--- config.mk ---
export PLATFORM = sky130hd
export DESIGN_NAME = vga_console_writer
export DESIGN_NICKNAME = d
export VERILOG_FILES = /design/src/rtl/vga_text_pkg.sv /design/src/rtl/vga_console_writer.sv
export SDC_FILE = /design/constraint.sdc
export NUM_CORES = 1
export LEC_CHECK = 0
export ABC_CLOCK_PERIOD_IN_PS = 9400
export CAP_MARGIN = 30
export CORE_UTILIZATION = 60
export CTS_CLUSTER_SIZE = 30
export DETAILED_ROUTE_END_ITERATION = 10
export PLACE_DENSITY = 0.83
export SLEW_MARGIN = 20
export SYNTH_ARGS = -nofsm -noshare
export SYNTH_HDL_FRONTEND = slang
export SYNTH_SLANG_ARGS = --single-unit
--- constraint.sdc ---
create_clock -name vclk -period 9.4 [get_ports vclk]
set_input_delay 0.94 -clock vclk [delete_from_list [all_inputs] [get_ports vclk]]
set_output_delay 0.94 -clock vclk [all_outputs]
set_load 0.005 [all_outputs]
--- src/rtl/vga_text_pkg.sv ---
// Shared definitions for the text-mode video path: control codes, writer
// states and default screen geometry.
package vga_text_pkg;

  localparam int          DEF_COLS  = 80;
  localparam int          DEF_ROWS  = 25;
  localparam logic [7:0]  DEF_BLANK = 8'h20;

  localparam logic [7:0]  CC_CR = 8'h0D;
  localparam logic [7:0]  CC_LF = 8'h0A;
  localparam logic [7:0]  CC_BS = 8'h08;
  localparam logic [7:0]  CC_FF = 8'h0C;

  typedef enum logic [1:0] {
    CLR_ALL,
    IDLE,
    CLR_ROW
  } state_t;

endpackage

--- src/rtl/vga_console_writer.sv ---
// Terminal-style byte-stream writer feeding the vga_text video RAM write port,
// including clear-screen and clear-row fills.
module vga_console_writer
  import vga_text_pkg::*;
#(
  parameter int         COLS  = DEF_COLS,
  parameter int         ROWS  = DEF_ROWS,
  parameter logic [7:0] BLANK = DEF_BLANK
) (
  input  logic        vclk,
  input  logic        rst_n,
  input  logic [7:0]  char_in,
  input  logic        char_valid,
  output logic        char_ready,
  output logic [11:0] vram_addr,
  output logic [7:0]  vram_data,
  output logic        vram_we,
  output logic [6:0]  cur_col,
  output logic [4:0]  cur_row
);

  localparam logic [11:0] COLS12   = 12'(COLS);
  localparam logic [11:0] TOTAL12  = 12'(COLS * ROWS);
  localparam logic [6:0]  LAST_COL = 7'(COLS - 1);
  localparam logic [4:0]  LAST_ROW = 5'(ROWS - 1);

  state_t      state;
  logic [11:0] fill_cnt;
  logic [11:0] row_base;
  logic [6:0]  col;
  logic [4:0]  row;

  logic [4:0]  next_row;
  logic [11:0] next_base;
  logic [11:0] cur_addr;

  // Row advance wraps to the top of the screen; the base tracks row*COLS
  // by accumulation so no multiplier is needed.
  assign next_row  = (row == LAST_ROW) ? 5'd0  : row + 5'd1;
  assign next_base = (row == LAST_ROW) ? 12'd0 : row_base + COLS12;
  assign cur_addr  = row_base + {5'd0, col};

  assign char_ready = (state == IDLE);
  assign cur_col    = col;
  assign cur_row    = row;

  always_ff @(posedge vclk or negedge rst_n) begin
    if (!rst_n) begin
      state     <= CLR_ALL;
      fill_cnt  <= '0;
      row_base  <= '0;
      col       <= '0;
      row       <= '0;
      vram_we   <= 1'b0;
      vram_addr <= '0;
      vram_data <= BLANK;
    end else begin
      // NOTE: the default-low strobe is overridden below by a later
      // non-blocking assignment in the same edge, giving single-cycle pulses.
      vram_we <= 1'b0;
      case (state)
        CLR_ALL: begin
          if (fill_cnt == TOTAL12) begin
            state    <= IDLE;
            col      <= '0;
            row      <= '0;
            row_base <= '0;
          end else begin
            vram_we   <= 1'b1;
            vram_addr <= fill_cnt;
            vram_data <= BLANK;
            fill_cnt  <= fill_cnt + 12'd1;
          end
        end

        CLR_ROW: begin
          if (fill_cnt == COLS12) begin
            state <= IDLE;
          end else begin
            vram_we   <= 1'b1;
            vram_addr <= row_base + fill_cnt;
            vram_data <= BLANK;
            fill_cnt  <= fill_cnt + 12'd1;
          end
        end

        IDLE: begin
          if (char_valid) begin
            case (char_in)
              CC_CR: col <= '0;

              // LF has no character write, so the first blank is issued now.
              CC_LF: begin
                row       <= next_row;
                row_base  <= next_base;
                state     <= CLR_ROW;
                vram_we   <= 1'b1;
                vram_addr <= next_base;
                vram_data <= BLANK;
                fill_cnt  <= 12'd1;
              end

              CC_BS: begin
                if (col != 7'd0) begin
                  col       <= col - 7'd1;
                  vram_we   <= 1'b1;
                  vram_addr <= cur_addr - 12'd1;
                  vram_data <= BLANK;
                end
              end

              CC_FF: begin
                state    <= CLR_ALL;
                fill_cnt <= '0;
              end

              default: begin
                vram_we   <= 1'b1;
                vram_addr <= cur_addr;
                vram_data <= char_in;
                if (col == LAST_COL) begin
                  col      <= '0;
                  row      <= next_row;
                  row_base <= next_base;
                  state    <= CLR_ROW;
                  fill_cnt <= '0;
                end else begin
                  col <= col + 7'd1;
                end
              end
            endcase
          end
        end

        default: begin
          state    <= CLR_ALL;
          fill_cnt <= '0;
        end
      endcase
    end
  end

endmodule
# Word-level counts from Yosys, hierarchy flattened
# Index checks and enable logic that the tools add are counted.
# word_totals
regBits	59
out_inout_bits	34
in_bits	11
# op_classes
n_reduce_logical	13
addsub	8
eq_ne	22
n_mux	48
# op_table
operator	n
$mux W12	12
$pmux W12 S3	4
$pmux W12 S2	2
$pmux W8 S3	2
$eq A8 B4 Y1 const B	4
$mux W8	4
$mux W7	4
$pmux W7 S3	1
$mux W5	4
$pmux W5 S2	2
$reduce_and A5 Y1	4
$ne A2 B2 Y1 const B	9
$pmux W7 S2	1
$add A12 B1 Y12 const B	1
$add A12 B12 Y12	1
$add A12 B7 Y12	1
$add A12 B7 Y12 const B	1
$eq A12 B11 Y1 const B	1
$eq A12 B7 Y1 const B	1
$pmux W2 S3	2
$sub A12 B1 Y12 const B	1
$mux W2	4
$add A7 B1 Y7 const B	1
$eq A7 B7 Y1 const B	1
other kinds (18)	23

# Depth between registers and ports, before layout
# Gate-level depths: netlist of the first run.
# depth
word_depth	6
depth_mapped	11
ltp_nobuf	11

# Worst setup path after synthesis of the first run
# OpenSTA, ideal clock, no wires.
# synth_path
path_type	input -> register
from	input port char_in[5]
to	register vram_addr[4]
setup_time_ns	0.064
t_arrival_ns	3.077
path_slack_ns	6.259
stages	9
n_path_buf	2
cell_sequence	or4_1 -> buf_2 -> or4_4 -> buf_6 -> or3_1 -> a21oi_1 -> o31ai_1 -> a311oi_2 -> a21o_1
# synth_via
elab_chain_len	5
word_cells_on_any_way	11
# synth_lines
element	line	rtl
start: declaration	vga_console_writer.sv:12	input logic [7:0] char_in,
$eq A8 B4 Y1	vga_console_writer.sv:89	case (char_in)
$reduce_or A2 Y1 (no line)	-	
$pmux W12 S3	vga_console_writer.sv:89	
$mux W12	vga_console_writer.sv:88	if (char_valid) begin
$pmux W12 S3	vga_console_writer.sv:61	case (state)
end signal: assignment	vga_console_writer.sv:70	vram_addr <= fill_cnt;
end signal: assignment	vga_console_writer.sv:98	vram_addr <= next_base;
end signal: assignment	vga_console_writer.sv:107	vram_addr <= cur_addr - 12'd1;
end: declaration	vga_console_writer.sv:15	output logic [11:0] vram_addr,
# Several ways; a longest one is shown, not always the timed one. The select of a mux whose other input is x is not followed.
# A chain may end at the register's enable or synchronous reset.

# Worst setup path in the final report of the first run
# layout_path
from	input port char_in[5]
to	register row_base[9]
# layout_via
elab_chain_len	5
word_cells_on_any_way	11
# layout_lines
element	line	rtl
$eq A8 B4 Y1	vga_console_writer.sv:89	
$reduce_or A3 Y1 (no line)	-	
$pmux W12 S2	vga_console_writer.sv:89	
$mux W12	vga_console_writer.sv:88	
$pmux W12 S2	vga_console_writer.sv:61	
end signal: assignment	vga_console_writer.sv:95	row_base <= next_base;
end signal: assignment	vga_console_writer.sv:124	row_base <= next_base;
end: declaration	vga_console_writer.sv:29	logic [11:0] row_base;
# Several ways; a longest one is shown, not always the timed one. The select of a mux whose other input is x is not followed.

==> metrics.md, run 1 <==
| Metric | Value |
|---|---|
| Reg-to-reg setup timing slack | `5.82 ns` |
| Antenna viol nets, final | `0` |
| Maximum root-to-sink buffer count | `2` |
| Final net count | `between 600 and 700` |
| #FFs+latches synth | `a little under 60` |
| CTS Root Cell | `clkbuf_8` |
| Post-CTS Setup Inserts | `0` |
| DR DRC count | `0` |
| CTS tree | `built` |
| Routed wl met2 | `6.03 mm` |
| PD cells | `slightly below 100 mW/mm2` |
| TritonRoute pass-1 iters | `6` |
| Element type at the critical path end | `flop` |
| Full die area | `0.00831 mm2` |
| Max cap viols | `0` |
| Total grt overflow | `0` |
| Inserted Diodes | `0` |
| Pin count of the biggest net entering global routing | `60` |
| Fin crit share | `41.9%` |
| Endpoints failing setup | `0` |
| GRT Util Overall | `between 30% and 40%` |
| Slack of the critical path | `about 5.5 ns` |
| Top Ports | `between 40 and 50` |
| Static leakage | `between 2 and 2.5 nW` |
| Max layer used | `met4` |
| Post-CTS Hold Fix Bufs | `0` |
| Crit start category | `primary input` |
| FP Rows | `32` |
| Crit-path cells | `clkdlybuf4s50_1, or4_1, nor4_4, nand2_1, a21oi_1, nand4_1, o41ai_1` |
| WP data arrival | `4.18 ns` |
| Die H | `between 90 and 100 um` |
| Netlist cell types | `69` |
| CTS clk-pin slew, worst paths | `about 0.070 ns` |
| Post-synth top area cell | `dfrtp_1` |
| Met1 Wirelength | `5.46 mm` |
| Starting Density | `between 60% and 70%` |
| Fmax achieved | `0.254 GHz` |
| Fill count | `629` |
| Setup CP Type | `primary input to flop` |
| Slew @ Worst Pin | `between 0.9 and 1 ns` |
| Total vias in the final route | `around 4800` |
| Vias in the first global route | `~4400` |
| Gpl congestion | `slightly above 0.9` |
| Total negative setup slack | `0 ns` |
| Seq pwr share | `between 40% and 50%` |
| Post-Synthesis Cells | `599` |
| Final hold vios | `0` |
| Reg2reg path depth | `10` |
| H-tree depth | `3` |
| Max incr delay on CP | `around 0.74 ns` |
| Status | `completed` |
| Hpwl dp | `~9 mm` |
| Worst Skew | `~0.0096 ns` |
| Clk pwr share | `48.5%` |
| Layout cells sized above 1 | `5.96%` |
| Post-synthesis sequential area ratio | `a little under a third` |
| Synthesized area | `~0.0048 mm2` |
| Critical R2R Capture | `vram_addr[11]` |
| Net switching power | `between 0.1 and 0.15 mW` |
| Slew margin rel. | `a little under two fifths` |
| Post-synth EDFFs | `0` |
| Overall routed net length | `~13 mm` |
| Die X | `about 91 um` |
| Buffers on Ports | `44` |
| Max Slew Vio Count | `0` |
| Asr flop ratio synth | `100%` |
| CP endpoint | `row_base[9]` |
| Worst setup path startpoint | `char_in[5]` |
| Detailed-route vias per instance | `between 6 and 7` |
| Combinational cell fraction of total power | `approximately 3.8%` |
| DRT iter0 DRCs | `approximately 390` |
| Worst R2R Start | `cur_col[0]` |
| Hold depth | `2` |
| # clock sinks | `59` |
| Largest cells by area after synthesis | `dfrtp_1, ha_1, o21ai_1` |
| Core ar. | `~0.0077 mm2` |
| Total number of yosys warnings | `0` |
| CP delay by family, top | `simple AND/OR/NAND/NOR gates` |
| Gates resized, CTS repair | `0` |
| Pre-CTS setup slack | `around 5.1 ns` |
| Hold_sp | `vram_data[5]` |
| VDD IR max | `between 0.05 and 0.06 mV` |
| Slowest cell on the critical path | `nor4_4` |
| Cts bufs inserted | `9` |
| Total length of routed met3 wires | `about 900 um` |
| Buffers plus inverters on the worst setup path | `1` |
| Layout area overhead | `14.9%` |
| CP required | `9.64 ns` |
| Wire per inst | `approximately 17 um` |
| Initial antenna violation count | `0` |
| Worst Hold Class | `flop to flop` |
| Avg Synthesized Cell Area | `about 8.0 um2` |
| RSZ-0062 raised after global routing | `false` |
| Cell count along the critical path | `7` |
| Crit path time final | `a little under 4 ns` |
| Int Power | `between 0.4 and 0.5 mW` |
| Yosys top cell area share | `a little under a third` |
| Post-Synthesis Net Count | `642` |
| First-pass GRT wire length | `~21 mm` |
| Switching Share | `a little under a quarter` |
| CP Max Fanout | `19` |
| Clock Latency Late Sink | `between 0.3 and 0.4 ns` |
| Synth Flop Type | `dfrtp_1` |
## metal layers
layer,global-route usage (%),vias up
met2,50.7,214
met3,5.44,28
met5,0,-
met1,42.7,2268
li1,-,2280
met4,14.2,0
## area by class of cell
cell class / instances / area (um2) / area share [%]
repair buffers: 49 / 478 / 8.72
multi-input cells: 491 / 3100 / 56.5
inverters: 23 / 86.3 / 1.57
clock buffers: 9 / 124 / 2.26
well taps: 102 / 128 / 2.33
flip-flops and latches: 59 / 1480 / 26.9
clock inverters: 7 / 92.6 / 1.69
## synthesized netlist by cell type (all sizes together), types with 4 or more instances
| library cell | n |
|---|---|
| and3 | 11 |
| mux2i | 5 |
| a21o | 8 |
| xnor2 | 14 |
| nand3 | 16 |
| a211o | 4 |
| nand2 | 71 |
| clkbuf | 20 |
| a211oi | 8 |
| a311oi | 4 |
| or4 | 4 |
| nor3 | 14 |
| or2 | 6 |
| o22ai | 4 |
| nor2b | 8 |
| or3 | 4 |
| dfrtp | 58 |
| o31ai | 23 |
| and2 | 4 |
| a31oi | 12 |
| o21ai | 66 |
| xor2 | 8 |
| a21oi | 34 |
| ha | 30 |
| o31a | 5 |
| nor4 | 5 |
| nand2b | 4 |
| nand4 | 7 |
| inv | 23 |
| buf | 6 |
| nor2 | 66 |
| a22oi | 7 |
## placed cells by master (no fill, tap or decap), types with 3 or more instances in the layout
cell / Yosys / layout
nand2_1: 71 / 71
nor2_1: 64 / 64
dfrtp_1: 58 / 58
o21ai_1: 54 / 54
clkdlybuf4s50_1: 0 / 43
a21oi_1: 34 / 34
ha_1: 30 / 30
o31ai_1: 23 / 23
inv_1: 22 / 22
nand3_1: 16 / 16
nor3_1: 14 / 14
xnor2_1: 14 / 14
a31oi_1: 12 / 12
and3_1: 11 / 11
o21ai_0: 11 / 11
clkbuf_8: 0 / 9
nor2b_1: 8 / 8
a21o_1: 8 / 8
xor2_1: 8 / 8
a211oi_1: 8 / 8
nand4_1: 7 / 7
a22oi_1: 7 / 7
o31a_1: 5 / 5
mux2i_1: 5 / 5
a211o_1: 4 / 4
and2_1: 4 / 4
or3_1: 4 / 4
nor4_1: 4 / 4
nand2b_1: 4 / 4
o22ai_1: 4 / 4
a22o_1: 3 / 3
a221oi_1: 3 / 3
a311oi_1: 3 / 3
o311ai_1: 3 / 3
o21a_1: 3 / 3
clkinvlp_4: 0 / 3
buf_4: 0 / 3
## worst min path at each step
| stage | to | slack, ns |
|---|---|---|
| after floorplan | vram_data[5] | 0.45 |
| after global placement | vram_data[5] | 0.45 |
| after detailed placement | vram_data[5] | 0.46 |
| after CTS | vram_data[5] | 0.47 |
| after global routing | vram_data[5] | 0.50 |
| final | vram_data[5] | 0.47 |
## flip-flops by register name, indices dropped and copies added, names as in the netlist
signal and flops:
vram_data 8, fill_cnt 12, vram_addr 12, row_base 12, cur_row 5, vram_we 1
cur_col 7, state 2
## through the flow
stage / hold WS [ns] / utilization [%] / instances / power (mW) / area [um2]
2_1_floorplan: 0.452 / - / 599 / 0.268 / 4770
3_3_place_gp: 0.451 / 67.8 / 721 / 0.279 / 5240
3_5_place_dp: 0.462 / 68.1 / 723 / 0.280 / 5260
4_1_cts: 0.472 / 70.9 / 739 / 0.536 / 5480
5_1_grt: 0.498 / 71.0 / 740 / 0.552 / 5480
6_report: 0.467 / 71.0 / 740 / 0.534 / 5480
## kinds of logic (layout without fill, tap and decap cells)
| family | count (synthesis) | count (layout) | share of synthesized area (%) |
|---|---|---|---|
| AO/OA/AOI/OAI | 200 | 200 | 27.2 |
| XOR/XNOR | 22 | 22 | 4.04 |
| adder cells (fa/ha/maj) | 32 | 32 | 8.70 |
| buffers and inverters | 49 | 88 | 4.12 |
| flip-flops | 59 | 59 | 31.0 |
| multiplexers | 5 | 5 | 1.05 |
| AND/OR/NAND/NOR | 232 | 232 | 23.9 |
## worst min-delay path: cells and delay by family (launching register included)
kind / cells / cell delay (ns)
AOI/OAI and AO/OA: 1 / 0.05
DFF: 1 / 0.37
and+or+nand+nor: 1 / 0.04
## power by group through the flow
| stage | registers (mW) | logic, mW | clock network [mW] |
|---|---|---|---|
| floorplan | 0.259 | 0.00817 | 0 |
| global placement | 0.259 | 0.0199 | 0 |
| detailed placement | 0.259 | 0.0206 | 0 |
| CTS | 0.255 | 0.0208 | 0.261 |
| global route | 0.254 | 0.0230 | 0.275 |
| finish | 0.255 | 0.0205 | 0.259 |
(Power assumes the default switching activity.)
==> run 2: changes to the inputs <==
- ABC_CLOCK_PERIOD_IN_PS: 9400 -> 3400
- CORE_UTILIZATION: 60 -> 53
- PLACE_DENSITY: 0.83 -> 0.78
- clock period: 9.4 -> 3.4 ns (I/O delays scaled with it)
==> run 2 against run 1 <==
Effect of this change:
- clock power rose to 2.6 times the previous value
- non-clock buffer count up 26
- final cell count up 4.3%
- critical path depth rose by 3
- flip-flop and latch count did not move
- routed wire length increased by 3.9%
- largest cell class unchanged
==> metrics.md, run 2 (synthesis gave the netlist of run 1 again) <==
| Metric | Value |
|---|---|
| Total grt overflow | `0 (unchanged)` |
| DRT iter0 DRCs | `520 (+33%)` |
| Maximum root-to-sink buffer count | `2 (unchanged)` |
| Vias in the first global route | `4467 (+0.59%)` |
| Final hold vios | `0 (unchanged)` |
| Fin crit share | `94.0%` |
| Gates resized, CTS repair | `0 (unchanged)` |
| Setup CP Type | `flop to flop` |
| CP Max Fanout | `6 (-13)` |
| WP data arrival | `3.42 ns (-0.76 ns)` |
| H-tree depth | `3 (unchanged)` |
| GRT busiest layer | `met2` |
| First-pass GRT wire length | `21.9 mm (+3.6%)` |
| FP Rows | `34 (+6.3%)` |
| Crit start category | `flop` |
| Wire per inst | `17.1 um (-0.43%)` |
| Max incr delay on CP | `0.46 ns (-0.28 ns)` |
| Slew margin rel. | `60.8% (+22 points)` |
| Core ar. | `0.00872 mm2 (+13%)` |
| CTS tree | `built` |
| Antenna viol nets, final | `0 (unchanged)` |
| PD cells | `252 mW/mm2 (+160%)` |
| Crit path time final | `3.19 ns` |
| Total negative setup slack | `0 ns (unchanged)` |
| Buffers on Ports | `44 (unchanged)` |
| Slowest cell on the critical path | `fa_1` |
| Static leakage | `2.39 nW (+5.3%)` |
| Layout area overhead | `19.1%` |
| Endpoints failing setup | `0 (unchanged)` |
| M2 GR Usage | `45.7% (-5.0 points)` |
| Worst Hold Class | `primary input to asynchronous set/reset pin` |
| Die X | `96.9 um (+6.3%)` |
| CP delay by family, top | `compound AO/OA/AOI/OAI gates` |
| Commonest non-fill, non-tap cells in the layout | `nand2_1, nor2_1, dfrtp_1` |
| GR Layer Usage met1 | `39.0% (-3.8 points)` |
| VDD IR max | `0.162 mV (+220%)` |
| Element type at the critical path end | `flop` |
| RSZ-0062 raised after global routing | `false` |
| Fin Hold WS | `0.395 ns (-0.0725 ns)` |
| Pin count of the biggest net entering global routing | `44 (-27%)` |
| GRT Util Overall | `28.6% (-3.3 points)` |
| Inserted Diodes | `0 (unchanged)` |
| Hpwl dp | `9.91 mm (+7.6%)` |
| Gpl congestion | `0.929 (+1.0%)` |
| Worst setup path startpoint | `cur_col[0]` |
| Max cap viols | `0 (unchanged)` |
| Slack of the critical path | `0.205 ns (-5.25 ns)` |
| Layout cells sized above 1 | `9.49% (+3.5 points)` |
| TritonRoute pass-1 iters | `6 (unchanged)` |
| Pre-CTS setup slack | `0.251 ns (-4.89 ns)` |
| Worst Skew | `0.0157 ns (+0.00613 ns)` |
| Max Slew Vio Count | `0 (unchanged)` |
| Clock Latency Late Sink | `0.36 ns (about the same)` |
| GRT met3 Usage | `4.62% (-0.82 points)` |
| Status | `completed` |
| Final net count | `702 (+3.8%)` |
| Die H | `96.9 um (+6.3%)` |
| Crit-path cells | `ha_1, fa_1, a211oi_1, o21ai_1, nand3_1, xor2_1, and4_1, a311oi_1, o31ai_1, a31oi_1` |
| Worst R2R Start | `cur_col[0]` |
| Total vias in the final route | `4840 (+1.0%)` |
| CTS clk-pin slew, worst paths | `0.09 ns (+0.02 ns)` |
| Slew @ Worst Pin | `0.588 ns (-0.330 ns)` |
| Biggest regs | `fill_cnt: 12 flops, row_base: 12 flops, vram_addr: 12 flops` |
| Cts bufs inserted | `9 (unchanged)` |
| CTS Root Cell | `clkbuf_8` |
| # clock sinks | `59 (unchanged)` |
| Detailed-route vias per instance | `6.27 (-3.1%)` |
| Starting Density | `54.7% (-7.0 points)` |
| Fill count | `739 (+17%)` |
| Overall routed net length | `13.2 mm (+3.9%)` |
| Full die area | `0.00939 mm2 (+13%)` |
| Leading cell type in the layout, fill and taps excluded | `nand2_1` |
| Top Ports | `45 (unchanged)` |
| Buffers plus inverters on the worst setup path | `0 (-1)` |
| CP required | `3.62 ns (-6.02 ns)` |
| Initial antenna violation count | `0 (unchanged)` |
| Fmax achieved | `between 0.3 and 0.4 GHz` |
| DR DRC count | `0 (unchanged)` |
## run 2: cell count changes in the layout (fill, tap and decap cells not counted)
cell	delta
clkinv_4	+3
clkinv_2	-2
buf_4	+26
dlygate4sd3_1	+1
buf_12	+1
buf_8	-1
clkbuf_2	-1
bufinv_16	-1
## run 2: path summary, 6_finish.rpt
check / to / slack (ns) / cells after the start
min in group vclk: vram_data[5] / 0.48 / 2
min reg2reg: vram_data[5] / 0.48 / 2
min: vram_addr[2] / 0.39 / 2
max reg2reg: vram_addr[11] / 0.21 / 10
max: vram_addr[11] / 0.21 / 10
max in group asynchronous: vram_addr[11] / 2.45 / 3
## run 2: per-layer routing
layer	share of wire [%]	wire length, um
met5	0	0
met4	2.6	344
met3	6.1	808
met2	47	6190
met1	44	5820
## run 2: area by class of cell
class	instances	area, um2	share of cell area [%]
Multi-Input combinational cell	491	3100	54.5
Sequential cell	59	1480	26.0
Timing Repair Buffer	75	683	12.0
Tap cell	108	135	2.38
Clock buffer	9	124	2.18
Inverter	23	86.3	1.52
Clock inverter	7	78.8	1.39
## run 2: repair_timing
item	in CTS	in global routing
buffers inserted	0	0
hold buffers	0	1
hold endpoints to repair	0	11
## run 2: through the flow
stage	power, mW	util (%)	cell area, um2	instances
2_1_floorplan	0.740	-	4770	599
3_3_place_gp	0.776	62.5	5450	754
3_5_place_dp	0.777	62.5	5450	754
4_1_cts	1.44	64.8	5650	770
5_1_grt	1.48	65.2	5680	772
6_report	1.43	65.2	5680	772
## run 2: power by group
group / switching (mW) / internal, mW
registers: 0.00130 / 0.702
clock network: 0.326 / 0.341
logic: 0.0384 / 0.0250
## run 2: worst register-to-register path, stage by stage, from the launching register on
cell      delay (ns)
dfrtp_1         0.40
ha_1            0.24
fa_1            0.46
a211oi_1        0.38
o21ai_1         0.17
nand3_1         0.14
xor2_1          0.36
and4_1          0.31
a311oi_1        0.10
o31ai_1         0.36
a31oi_1         0.13
==> run 3: changes to the inputs <==
- ABC_CLOCK_PERIOD_IN_PS: 3400 -> default
- CTS_CLUSTER_SIZE: 30 -> 12
- HOLD_SLACK_MARGIN: default -> 0.15
==> results of run 3 <==
Final layout, timing and power as in run 2 (identical DEF).
